===== config.mk =====
export PLATFORM = sky130hd
export DESIGN_NAME = mem_line_ctrl
export DESIGN_NICKNAME = d
export VERILOG_FILES = /design/src/rtl/mem_pkg.sv /design/src/rtl/mem_line_ctrl.sv
export SDC_FILE = /design/constraint.sdc
export NUM_CORES = 1
export LEC_CHECK = 0
export BUFFER_PORTS_ARGS = -buffer_cell sky130_fd_sc_hd__buf_4
export CAP_MARGIN = 0
export CORE_ASPECT_RATIO = 1.1
export CORE_MARGIN = 2
export CORE_UTILIZATION = 43
export CTS_BUF_LIST = sky130_fd_sc_hd__clkbuf_4 sky130_fd_sc_hd__clkbuf_8 sky130_fd_sc_hd__clkbuf_16
export DETAILED_ROUTE_END_ITERATION = 10
export PLACE_DENSITY = 0.78
export SLEW_MARGIN = 20
export SYNTH_ARGS = -nofsm -noshare
export SYNTH_HDL_FRONTEND = slang
export SYNTH_SLANG_ARGS = --single-unit

===== constraint.sdc =====
create_clock -name clk -period 2.9 [get_ports clk]
set_input_delay 0.145 -clock clk [delete_from_list [all_inputs] [get_ports clk]]
set_output_delay 0.145 -clock clk [all_outputs]
set_load 0.02 [all_outputs]

===== src/rtl/mem_pkg.sv =====
// Shared parameters and state encoding for the main-memory line-transfer controller.
package mem_pkg;

    localparam int unsigned DATA_WIDTH     = 32;
    localparam int unsigned ADDR_WIDTH     = 16;
    localparam int unsigned WORDS_PER_LINE = 4;
    localparam int unsigned OFFSET_W       = $clog2(WORDS_PER_LINE);

    typedef enum logic [1:0] {
        IDLE  = 2'd0,
        WRITE = 2'd1,
        READ  = 2'd2
    } state_e;

endpackage


===== src/rtl/mem_line_ctrl.sv =====
// Sequences one cache-line writeback or fill as single-word accesses on the data RAM ports,
// returning fill data on a valid/ready stream that relies on the RAM holding its read output.
module mem_line_ctrl #(
    parameter int unsigned DATA_WIDTH     = mem_pkg::DATA_WIDTH,
    parameter int unsigned ADDR_WIDTH     = mem_pkg::ADDR_WIDTH,
    parameter int unsigned WORDS_PER_LINE = mem_pkg::WORDS_PER_LINE
) (
    input  logic                  clk,
    input  logic                  rst,
    input  logic                  req_valid,
    output logic                  req_ready,
    input  logic                  req_write,
    input  logic [ADDR_WIDTH-1:0] req_addr,
    input  logic                  wdata_valid,
    output logic                  wdata_ready,
    input  logic [DATA_WIDTH-1:0] wdata,
    output logic                  rdata_valid,
    input  logic                  rdata_ready,
    output logic [DATA_WIDTH-1:0] rdata,
    output logic                  rdata_last,
    output logic                  done,
    output logic                  ram_w_en,
    output logic [ADDR_WIDTH-1:0] ram_w_addr,
    output logic [DATA_WIDTH-1:0] ram_w_data,
    output logic                  ram_r_en,
    output logic [ADDR_WIDTH-1:0] ram_r_addr,
    input  logic [DATA_WIDTH-1:0] ram_r_data
);
    import mem_pkg::*;

    localparam int unsigned OFF_W = $clog2(WORDS_PER_LINE);
    localparam int unsigned CNT_W = OFF_W + 1;
    localparam logic [OFF_W-1:0]      LAST_IDX = OFF_W'(WORDS_PER_LINE - 1);
    localparam logic [ADDR_WIDTH-1:0] TAG_MASK = ~ADDR_WIDTH'(WORDS_PER_LINE - 1);

    state_e                state_q, state_d;
    logic [ADDR_WIDTH-1:0] base_q, base_d;
    logic [OFF_W-1:0]      wcnt_q, wcnt_d;
    logic [CNT_W-1:0]      issued_q, issued_d;
    logic                  rvalid_q, rvalid_d;
    logic                  rlast_q, rlast_d;
    logic                  req_ready_q, req_ready_d;
    logic                  wdata_ready_q, wdata_ready_d;
    logic                  ram_w_en_q, ram_w_en_d;
    logic [ADDR_WIDTH-1:0] ram_w_addr_q, ram_w_addr_d;
    logic [DATA_WIDTH-1:0] ram_w_data_q, ram_w_data_d;
    logic                  done_w_q, done_w_d;

    logic req_hs, w_hs, r_hs, ren;

    assign req_hs = req_valid & req_ready_q;
    assign w_hs   = wdata_valid & wdata_ready_q;
    assign r_hs   = rvalid_q & rdata_ready;
    // Issue only when the output slot is free or being drained; a stalled beat keeps the RAM output frozen.
    assign ren    = (state_q == READ) & ~issued_q[OFF_W] & (~rvalid_q | rdata_ready);

    assign req_ready   = req_ready_q;
    assign wdata_ready = wdata_ready_q;
    assign rdata_valid = rvalid_q;
    assign rdata_last  = rlast_q;
    assign rdata       = ram_r_data;
    assign ram_w_en    = ram_w_en_q;
    assign ram_w_addr  = ram_w_addr_q;
    assign ram_w_data  = ram_w_data_q;
    assign ram_r_en    = ren;
    assign ram_r_addr  = base_q | ADDR_WIDTH'(issued_q[OFF_W-1:0]);
    assign done        = done_w_q | (r_hs & rlast_q);

    // State and datapath registers.
    always_ff @(posedge clk or posedge rst) begin
        if (rst) begin
            state_q       <= IDLE;
            base_q        <= '0;
            wcnt_q        <= '0;
            issued_q      <= '0;
            rvalid_q      <= 1'b0;
            rlast_q       <= 1'b0;
            req_ready_q   <= 1'b0;
            wdata_ready_q <= 1'b0;
            ram_w_en_q    <= 1'b0;
            ram_w_addr_q  <= '0;
            ram_w_data_q  <= '0;
            done_w_q      <= 1'b0;
        end else begin
            state_q       <= state_d;
            base_q        <= base_d;
            wcnt_q        <= wcnt_d;
            issued_q      <= issued_d;
            rvalid_q      <= rvalid_d;
            rlast_q       <= rlast_d;
            req_ready_q   <= req_ready_d;
            wdata_ready_q <= wdata_ready_d;
            ram_w_en_q    <= ram_w_en_d;
            ram_w_addr_q  <= ram_w_addr_d;
            ram_w_data_q  <= ram_w_data_d;
            done_w_q      <= done_w_d;
        end
    end

    // Next-state logic.
    always_comb begin
        state_d = state_q;
        case (state_q)
            IDLE:    if (req_hs) state_d = req_write ? WRITE : READ;
            WRITE:   if (w_hs && (wcnt_q == LAST_IDX)) state_d = IDLE;
            READ:    if (r_hs && rlast_q) state_d = IDLE;
            default: state_d = IDLE;
        endcase
    end

    // Counters, RAM strobes and handshake outputs.
    always_comb begin
        base_d        = base_q;
        wcnt_d        = wcnt_q;
        issued_d      = issued_q;
        rvalid_d      = rvalid_q;
        rlast_d       = rlast_q;
        ram_w_en_d    = 1'b0;
        ram_w_addr_d  = ram_w_addr_q;
        ram_w_data_d  = ram_w_data_q;
        done_w_d      = 1'b0;
        req_ready_d   = (state_d == IDLE);
        wdata_ready_d = (state_d == WRITE);

        if (req_hs) begin
            base_d   = req_addr & TAG_MASK;
            wcnt_d   = '0;
            issued_d = '0;
        end

        if (w_hs) begin
            ram_w_en_d   = 1'b1;
            ram_w_addr_d = base_q | ADDR_WIDTH'(wcnt_q);
            ram_w_data_d = wdata;
            wcnt_d       = wcnt_q + OFF_W'(1);
            done_w_d     = (wcnt_q == LAST_IDX);
        end

        // The last flag follows the index of the beat that the next cycle will present.
        if (ren) begin
            issued_d = issued_q + CNT_W'(1);
            rvalid_d = 1'b1;
            rlast_d  = (issued_q[OFF_W-1:0] == LAST_IDX);
        end else if (r_hs) begin
            rvalid_d = 1'b0;
            rlast_d  = 1'b0;
        end
    end

endmodule


==> out/results.txt, run 1 <==
global-route wire length before repair = 9490 um
DRC viols = 0
Max Root-Sink Buffers = 2
CTS Buf Count = 9
I/O pin count = 189
Initial Util = 44.4%
Final #Nets = 399
CTS resizes = 0
Synth area leaders = dfrtp_1 60%, mux2_2 18%, buf_4 8.6%
mapped cell area = 0.00313 mm2
Routed Antenna Nets = 0
CP max FO = 21
RR Startpoint = req_ready
detailed-route wire length = 5990 um
CORE AREA = 0.00705 mm2
Via density = 4.95
largest net degree at the start of global routing = 76
row count = 32
initial antenna violation count = 0
combinational power share = 45.9%
DR WL met3 = 487 um
max-cap viol count = 0
H-Tree Depth = 3
fraction of registers with async set or reset after synthesis = 100%
CTS Root Buffer Type = clkbuf_8
Clk Latency, worst-skew pair = 0.33 ns
Setup CP Type = register to register
Post-CTS Setup Repair Bufs = 0
gr usage total = 15.1%
vias in the first global route = 2,004
Yosys top cell area share = 60.0%
wire length on met1 = 2330 um
CTS tree = built
post-DP HPWL = 4270 um
switch share = 36.9%
endpoint class of the critical path = register
Final Cycle Share = 60.1%
Critical Path RT = 3.15 ns
crit path cell chain = nand2_1, or3_1, a21oi_1
diodes inserted = 0
FMAX = 573 MHz
Fin. Hold Viols = 0
clock-pin slew on the worst setup and hold paths = 0.08 ns
total gr overflow = 0
initial drt markers = 59
Commonest cells post-synth = 75 x dfrtp_1, 49 x mux2_2, 36 x buf_4
register bit total from synthesis = 75
static leakage = 1.96 nW
RSZ-0062 raised after global routing = false
Seq/Total Area, Yosys = 60.0%
Clock Power Share = 15.6%
layout cell share with drive strength beyond 1 = 61.0%
cell area after layout = 0.00406 mm2
Worst Tran Pin Value = 0.911 ns
min-delay src = wdata[27]
met2 routed WL = 3090 um
Final Power = 4.85 mW
Worst IR Drop VDD = 602 uV
Clock Sinks = 75
# port buffers = 122
count leader, synth = dfrtp_1
WP data arrival = 1.99 ns
yosys warns = 0
Die Ht = 93.5 um
Internal = 3.06 mW
Worst Hold Class = input pin to register
Final WS setup = 1.16 ns
Die W = 85.3 um
Synthesized Nets = 306
routed wire length per instance = 15.0 um
r2r endpoint = state_q[1]
drt pass-1 iters = 4
worst hold path depth = 2
Max stage delay cell, worst path = or3_1
FF-to-FF path depth = 3
full die area = 0.00797 mm2
hold buffers post-CTS = 0
reg-to-reg setup timing slack = 1.16 ns
Worst Hold Endpoint = ram_w_data[27]
pwr dens = 1200 mW/mm2
status = complete, no violations
Flop pwr share = 38.4%
clk_skew = 0.0119 ns
Tmin final = 1.74 ns
Worst slew margin = 39.2%
Place WS = 1.17 ns
synthesized area per cell = 14.3 um2
area grow syn2layout = 29.7%
Startpoint Class = register
vias = 1,981
final design utilization = 57.6%
Distinct cells, synth = 26
NetSw = 1.79 mW
uppermost layer routed = met4
setup TNS = 0 ns
CP max stage delay = 0.55 ns
predominant post-synthesis flop cell = dfrtp_1
largest area contributor in the netlist = dfrtp_1
Syn Inst Count = 218
final setup violation count = 0
Post-synth EDFFs = 0
GP Congestion = 0.676
Pins Over Slew Limit = 0
DP Area = 0.00387 mm2
[placed cells by master, fill, tap and decap left out, drive strengths merged, types with 2 or more instances in the layout]
| cell type | instances |
|---|---|
| buf | 124 |
| dfrtp | 75 |
| mux2 | 62 |
| clkbuf | 10 |
| nand2 | 7 |
| nand3 | 5 |
| nand2b | 4 |
| a21oi | 3 |
| inv | 3 |
| o21ai | 3 |
| and2 | 2 |
| mux2i | 2 |
| ha | 2 |
| clkinvlp | 2 |
| clkinv | 2 |
[worst max-delay path by stage]
| stage | slack [ns] | depth (start not counted) | from | endpoint |
|---|---|---|---|---|
| 6_report | 1.16 | 3 | req_ready | state_q[1] |
| 5_1_grt | 1.0 | 3 | req_ready | state_q[1] |
| 4_1_cts | 1.13 | 3 | req_ready | state_q[1] |
| 3_5_place_dp | 1.17 | 3 | req_ready | state_q[1] |
| 3_3_place_gp | 1.28 | 3 | req_ready | state_q[1] |
| 2_1_floorplan | 0.85 | 1 | rst | base_q[10] |
[flip-flops by register name, summed over array words and instances (netlist names)]
signal / cells
base_q: 14
done_w_q: 1
issued_q: 3
ram_w_addr: 16
ram_w_data: 32
ram_w_en: 1
rdata_last: 1
rdata_valid: 1
req_ready: 1
state_q: 2
wcnt_q: 2
wdata_ready: 1
[cells by family after synthesis]
kind of cell | Yosys count | synth area share [%]
adder cells (fa/ha/maj) | 2 | 0.800
multiplexers | 64 | 23.0
flip-flops | 75 | 60.0
AND/OR/NAND/NOR | 23 | 4.32
buffers and inverters | 45 | 10.2
AO/OA/AOI/OAI | 9 | 1.76
[critical path: cells and delay by family (launching register included)]
family,cells,cell delay (ns)
flip-flops,1,0.38
AND/OR/NAND/NOR,2,1.08
AO/OA/AOI/OAI,1,0.20
[layout make-up]
type / count / area, um2
well taps: 85 / 106
fillers: 599 / 2990
inverters: 3 / 11.3
flip-flops and latches: 75 / 1880
clock inverters: 5 / 55.1
multi-input cells: 98 / 933
repair buffers: 124 / 943
clock buffers: 10 / 131
[through the flow]
stage | cells | hold WS (ns)
after floorplan | 218 | 0.280
after global placement | 385 | 0.290
after detailed placement | 385 | 0.290
after CTS | 400 | 0.0197
after global routing | 400 | 0.0214
final | 400 | 0.0320
[power groups by stage]
stage / clock (mW) / sequential [mW] / combinational, mW
floorplan: 0 / 2.42 / 0.810
finish: 0.757 / 1.87 / 2.23
detailed placement: 0 / 1.90 / 2.26
CTS: 0.787 / 1.88 / 2.26
global route: 0.827 / 1.95 / 2.37
global placement: 0 / 1.86 / 2.21
[routing by layer]
metal,vias to the layer above,track usage [%]
li1,897,-
met1,982,17.4
met2,87,25.5
met3,15,5.47
met4,0,5.95
met5,-,0
Note: power is estimated with default switching activity, not from simulation.
==> run 2, diff against run 1 <==
Clock period 2.9 ns to 1.8 ns, I/O delays scaled along.
==> run 2 against run 1 <==
  * Core utilization up 8.4 points
  * Critical path depth is the same
  * Hold slack worse by 0.0012 ns
  * Wire length grew 14%
  * Design area increased by 15%
  * Global-route usage up 2.1 points
  * Register-to-register slack lost 0.69 ns
  * First-iteration DRC count grew 53%
  * Final cell count grew 13%
  * Clock skew grew 0.0021 ns
  * Non-clock buffer count rose by 51
  * Largest cell class unchanged
  * Highest routed layer unchanged
==> out/results.txt, run 2 (synthesis gave the netlist of run 1 again) <==
area grow syn2layout = 48.7%
initial antenna violation count = 0 (unchanged)
initial drt markers = 90 (+53%)
hold_ws = 0.0308 ns (-0.00116 ns)
Setup CP Type = register to primary output
Worst Tran Pin Value = 0.407 ns (-0.504 ns)
crit path cell chain = nor3b_4, and2_1, buf_4
Max stage delay cell, worst path = dfrtp_1
Die W = 85.3 um (unchanged)
I/O pin count = 189 (unchanged)
full die area = 0.00797 mm2 (unchanged)
worst hold path depth = 3 (+1)
FMAX = 627 MHz
DRC viols = 0 (unchanged)
Pins Over Slew Limit = 0 (unchanged)
row count = 32 (unchanged)
static leakage = 2.22 nW (+13%)
RR Startpoint = wdata_ready
r2r endpoint = ram_w_data[1]
CP max stage delay = 0.46 ns (-0.09 ns)
layout cell share with drive strength beyond 1 = 53.4% (-7.5 points)
setup TNS = 0 ns (unchanged)
Fin. Hold Viols = 0 (unchanged)
vias = 2,151 (+8.6%)
H-Tree Depth = 3 (unchanged)
CTS tree = built
RSZ-0062 raised after global routing = false
Startpoint Class = register
clock-pin slew on the worst setup and hold paths = 0.08 ns (about the same)
Worst Hold Endpoint = state_q[1]
Worst IR Drop VDD = 1060 uV (+76%)
diodes inserted = 0 (unchanged)
Final WS setup = 0.204 ns (-0.952 ns)
routed wire length per instance = 15.1 um (+0.85%)
detailed-route wire length = 6830 um (+14%)
Final #Nets = 450 (+13%)
Place WS = 0.483 ns (-0.683 ns)
vias in the first global route = 2,210 (+10%)
final design utilization = 66.0% (+8.4 points)
Max Root-Sink Buffers = 2 (unchanged)
pwr dens = 1800 mW/mm2 (+50%)
gr usage total = 17.2% (+2.1 points)
Clk Latency, worst-skew pair = 0.33 ns (about the same)
Largest register FFs = 32 (unchanged)
status = complete, no violations
WP data arrival = 1.51 ns (-0.48 ns)
endpoint class of the critical path = primary output
FF-to-FF path depth = 4 (+1)
global-route wire length before repair = 10,600 um (+11%)
Clock Power Share = 19.2% (+3.6 points)
cell area after layout = 0.00465 mm2 (+15%)
post-DP HPWL = 4240 um (-0.75%)
GP Congestion = 0.679 (+0.37%)
Initial Util = 44.4% (unchanged)
Internal = 5.42 mW (+77%)
max-cap viol count = 0 (unchanged)
# port buffers = 122 (unchanged)
critical path's top delay family = simple AND/OR/NAND/NOR gates
reg-to-reg setup timing slack = 0.47 ns (-0.69 ns)
Flop pwr share = 36.1% (-2.3 points)
switch share = 35.2% (-1.6 points)
DP Area = 0.00391 mm2 (+1.0%)
Die Ht = 93.5 um (unchanged)
CP max FO = 6 (-71%)
most common cell after layout, fill and taps aside = buf_4
largest net degree at the start of global routing = 76 (unchanged)
CTS resizes = 0 (unchanged)
Routed Antenna Nets = 0 (unchanged)
Via density = 4.76 (-3.9%)
CTS Buf Count = 9 (unchanged)
CORE AREA = 0.00705 mm2 (unchanged)
launch point of the worst path = state_q[0]
Final Cycle Share = 88.6%
Clock Sinks = 75 (unchanged)
total gr overflow = 0 (unchanged)
min-delay src = req_write
final setup violation count = 0 (unchanged)
Buf+Inv Stages, Crit Path = 1 (+1)
Critical Path RT = 1.71 ns (-1.44 ns)
Tmin final = 1.60 ns
combinational power share = 44.6% (-1.3 points)
Worst slew margin = 72.8% (+34 points)
Worst Hold Class = input pin to register
CTS Root Buffer Type = clkbuf_8
clk_skew = 0.0139 ns (+0.00205 ns)
drt pass-1 iters = 4 (unchanged)
NetSw = 2.95 mW (+65%)
most frequent cells in the layout = 125 x buf_4, 75 x dfrtp_1, 49 x mux2_2, 48 x dlygate4sd3_1, 13 x mux2_1
run 2: worst max path at each step:
stage	to	cells after the start
6_report	ram_r_en	3
5_1_grt	ram_r_en	3
4_1_cts	ram_r_en	3
3_5_place_dp	ram_w_data[29]	4
3_3_place_gp	ram_w_data[24]	4
2_1_floorplan	ram_w_addr[10]	5
run 2: stage by stage:
step / instances / power [mW]
final: 452 / 8.37
after global routing: 452 / 8.83
after CTS: 452 / 8.43
after detailed placement: 388 / 6.70
after global placement: 388 / 6.59
after floorplan: 218 / 5.21
run 2: what timing repair did:
action	in CTS	in global routing
endpoints found under the hold margin	122	0
buffers inserted	0	0
hold buffers	48	0
run 2: power groups by stage:
stage / Clock (mW) / Combinational (mW) / Sequential (mW)
after floorplan: 0 / 1.31 / 3.90
after global placement: 0 / 3.60 / 2.99
after detailed placement: 0 / 3.67 / 3.04
after CTS: 1.67 / 3.75 / 3.01
after global routing: 1.75 / 3.95 / 3.14
final: 1.61 / 3.73 / 3.02
run 2: final cells by class:
cell class / instances / area (um2)
fillers: 549 / 2400
flip-flops and latches: 75 / 1880
repair buffers: 175 / 1460
multi-input cells: 98 / 933
clock buffers: 12 / 165
well taps: 85 / 106
clock inverters: 4 / 95.1
inverters: 3 / 15.0
run 2: worst reg2reg max path, delay by kind of cell (launching register included):
kind / cells / cell delay [ns]
flops: 1 / 0.38
buf+inv: 2 / 0.35
mux: 1 / 0.37
simple gates: 1 / 0.11
run 2: routing by layer:
layer / wire length [um] / global-route usage [%] / up-vias
met5: 0 / 0 / -
li1: - / - / 1001
met3: 471 / 5.83 / 28
met1: 2690 / 19.8 / 1024
met2: 3440 / 27.9 / 98
met4: 221 / 9.92 / 0
==> run 3, diff against run 2 <==
Settings changed: ABC_AREA set to 1.
==> run 3 against run 2 <==
  * Hold slack improved by 0.0032 ns
  * Final cell count up 30%
  * Register-to-register slack better by 0.20 ns
  * Setup slack better by 0.22 ns
  * Clock skew down 0.0076 ns
  * Critical path depth is 1 higher
  * Maximum frequency rose by 16%
  * Power is 4.0% lower
  * Global-route usage rose by 3.6 points
  * Sequential share of layout area is essentially flat
  * Synthesized cell count increased by 63%
  * Sequential power down 4%
  * Largest cell class unchanged
  * Highest routed layer unchanged
==> out/results.txt, run 3 <==
I/O pin count = 189 (unchanged)
most frequent cells in the layout = 194 x nand2_1, 127 x buf_4, 75 x dfrtp_1, 47 x dlygate4sd3_1
initial drt markers = 88 (-2.2%)
Final Cycle Share = 76.2% (-12 points)
Tmin final = 1.37 ns (-0.224 ns)
Yosys top cell area share = 59.8% (-0.22 points)
largest net degree at the start of global routing = 76 (unchanged)
layout cell share with drive strength beyond 1 = 29.9% (-23 points)
largest area contributor in the netlist = dfrtp_1
CP max FO = 4 (-2)
FF-to-FF path depth = 5 (+1)
vias = 2,739 (+27%)
H-Tree Depth = 3 (unchanged)
Worst setup endpoint = ram_r_en
count leader, synth = nand2_1
setup TNS = 0 ns (unchanged)
mux contribution to synthesized area = 0% (-23 points)
Worst Hold Class = input pin to register
routed wire length per instance = 13.6 um (-10%)
Worst Tran Pin Value = 0.396 ns (-0.0114 ns)
DRC viols = 0 (unchanged)
post-DP HPWL = 4990 um (+18%)
Post-Synth Simple-Gate Area = 25.7% (+21 points)
detailed-route wire length = 7950 um (+16%)
max-cap viol count = 0 (unchanged)
Via density = 4.67 (-1.8%)
Place WS = 0.688 ns (+0.206 ns)
gr usage total = 20.7% (+3.6 points)
Fill cells = 583 (+6.2%)
main combinational cell family by area after synthesis = simple AND/OR/NAND/NOR gates
Largest register FFs = 32 (unchanged)
static leakage = 2.59 nW (+17%)
# port buffers = 122 (unchanged)
mapped cell area = 0.00314 mm2 (+0.36%)
Max Root-Sink Buffers = 2 (unchanged)
r2r endpoint = req_ready
endpoint class of the critical path = primary output
XOR/XNOR Fraction of Synth Area = 0% (unchanged)
Final #Nets = 584 (+30%)
Distinct cells, synth = 18 (-31%)
GP Congestion = 0.772 (+14%)
CTS Buf Count = 9 (unchanged)
Synth area leaders = dfrtp_1 60%, nand2_1 23%, buf_4 8.4%
global-route wire length before repair = 13,000 um (+23%)
Adder-Cell Fraction of Synth Area = 0.797% (-0.0029 points)
full die area = 0.00800 mm2 (+0.34%)
Final WS setup = 0.428 ns (+0.224 ns)
synthesized area per cell = 8.82 um2 (-39%)
Final Power = 8.03 mW (-4.0%)
Startpoint Class = register
Seq/Total Area, Yosys = 59.8% (-0.22 points)
Worst IR Drop VDD = 960 uV (-9.2%)
yosys warns = 0 (unchanged)
clock-pin slew on the worst setup and hold paths = 0.07 ns (about the same)
CTS tree = built
RSZ-0062 raised after global routing = false
RR Startpoint = req_ready
Post-synth EDFFs = 0 (unchanged)
vias in the first global route = 2,803 (+27%)
clk_skew = 0.00631 ns (-0.00763 ns)
CTS Root Buffer Type = clkbuf_8
Synthesized Nets = 444 (+45%)
predominant post-synthesis flop cell = dfrtp_1
WP data arrival = 1.28 ns (-0.23 ns)
area grow syn2layout = 48.0%
Fin. Hold Viols = 0 (unchanged)
status = complete, no violations
Die Ht = 93.6 um (+0.17%)
diodes inserted = 0 (unchanged)
final setup violation count = 0 (unchanged)
drt pass-1 iters = 4 (unchanged)
fraction of registers with async set or reset after synthesis = 100% (unchanged)
Routed Antenna Nets = 0 (unchanged)
Die W = 85.5 um (+0.17%)
Pins Over Slew Limit = 0 (unchanged)
initial antenna violation count = 0 (unchanged)
hold_ws = 0.0340 ns (+0.00316 ns)
register area = 0.00188 mm2 (unchanged)
Synth Area in Compound Gates = 1.59% (-0.17 points)
Syn Inst Count = 356 (+63%)
Clock Sinks = 75 (unchanged)
row count = 32 (unchanged)
FMAX = 729 MHz (+16%)
Worst slew margin = 73.6% (+0.76 points)
Multi-input gate area = 883 um2 (-5.4%)
launch point of the worst path = state_q[0]
most common cell after layout, fill and taps aside = nand2_1
Clk Latency, worst-skew pair = 0.33 ns (about the same)
final design utilization = 65.9% (-0.071 points)
Critical Path RT = 1.71 ns (about the same)
pwr dens = 1730 mW/mm2 (-3.9%)
CORE AREA = 0.00705 mm2 (unchanged)
Initial Util = 44.5% (+0.16 points)
register bit total from synthesis = 75 (unchanged)
reg-to-reg setup timing slack = 0.67 ns (+0.20 ns)
Setup CP Type = register to primary output
Commonest cells post-synth = 194 x nand2_1, 75 x dfrtp_1, 35 x buf_4
total gr overflow = 0 (unchanged)
==> run 3: cell count changes after synthesis, sizes merged, moves of 4 or more <==
| cell | before | now |
|---|---|---|
| inv | 3 | 14 |
| o21ai | 3 | 7 |
| nor2 | 1 | 6 |
| nand2b | 4 | 0 |
| mux2 | 62 | 0 |
| nand2 | 7 | 196 |
==> run 3: worst min-delay path by stage <==
stage,depth (start not counted),endpoint,slack (ns),startpoint
after floorplan,2,base_q[10],0.20,req_addr[10]
after global placement,0,rdata[11],0.18,ram_r_data[11]
after detailed placement,0,rdata[11],0.18,ram_r_data[11]
after CTS,3,wdata_ready,0.02,req_write
after global routing,3,wdata_ready,0.06,req_write
final,3,wdata_ready,0.03,req_write
==> run 3: timing repair <==
item,in CTS,in global routing
resized for setup,0,0
endpoints found under the setup margin,0,0
hold buffers,47,0
hold endpoints to repair,121,0
buffers inserted,0,0
==> run 3: routing by layer <==
metal  global-route usage, %  up-vias  share of wire (%)
met3                    5.21       12                5.3
met2                    35.2       93                 53
met1                    25.4     1316                 40
li1                        -     1318                  -
met4                    7.94        0               0.99
met5                       0        -                  0
==> run 3: cells by family (layout without fill, tap and decap cells) <==
group,after synthesis,in the layout
simple gates,210,210
flops,75,75
fa+ha+maj,2,2
buf+inv,60,205
compound gates,9,9
==> run 3: where the power goes <==
part / switching (mW) / internal, mW
combinational: 1.96 / 1.41
sequential: 0.482 / 2.42
clock: 0.592 / 1.15
total: 3.04 / 4.99
==> run 3: worst max-delay path, stage by stage, from the launching register on <==
cell	delay, ns
dfrtp_1	0.40
inv_1	0.09
nand3_1	0.12
nor2_2	0.17
buf_4	0.17
==> run 3: area by class of cell <==
| type | instances | share of cell area (%) |
|---|---|---|
| sequential | 75 | 40.4 |
| timing repair buffer | 175 | 31.1 |
| multi-input combinational | 221 | 19.0 |
| clock buffer | 12 | 3.42 |
| clock inverter | 4 | 2.59 |
| tap | 85 | 2.29 |
| inverter | 14 | 1.21 |
==> run 3: per-stage QoR <==
step	area (um2)	cells
after CTS	4650	586
after global routing	4650	586
after detailed placement	3900	523
after global placement	3900	523
after floorplan	3140	356
final	4650	586
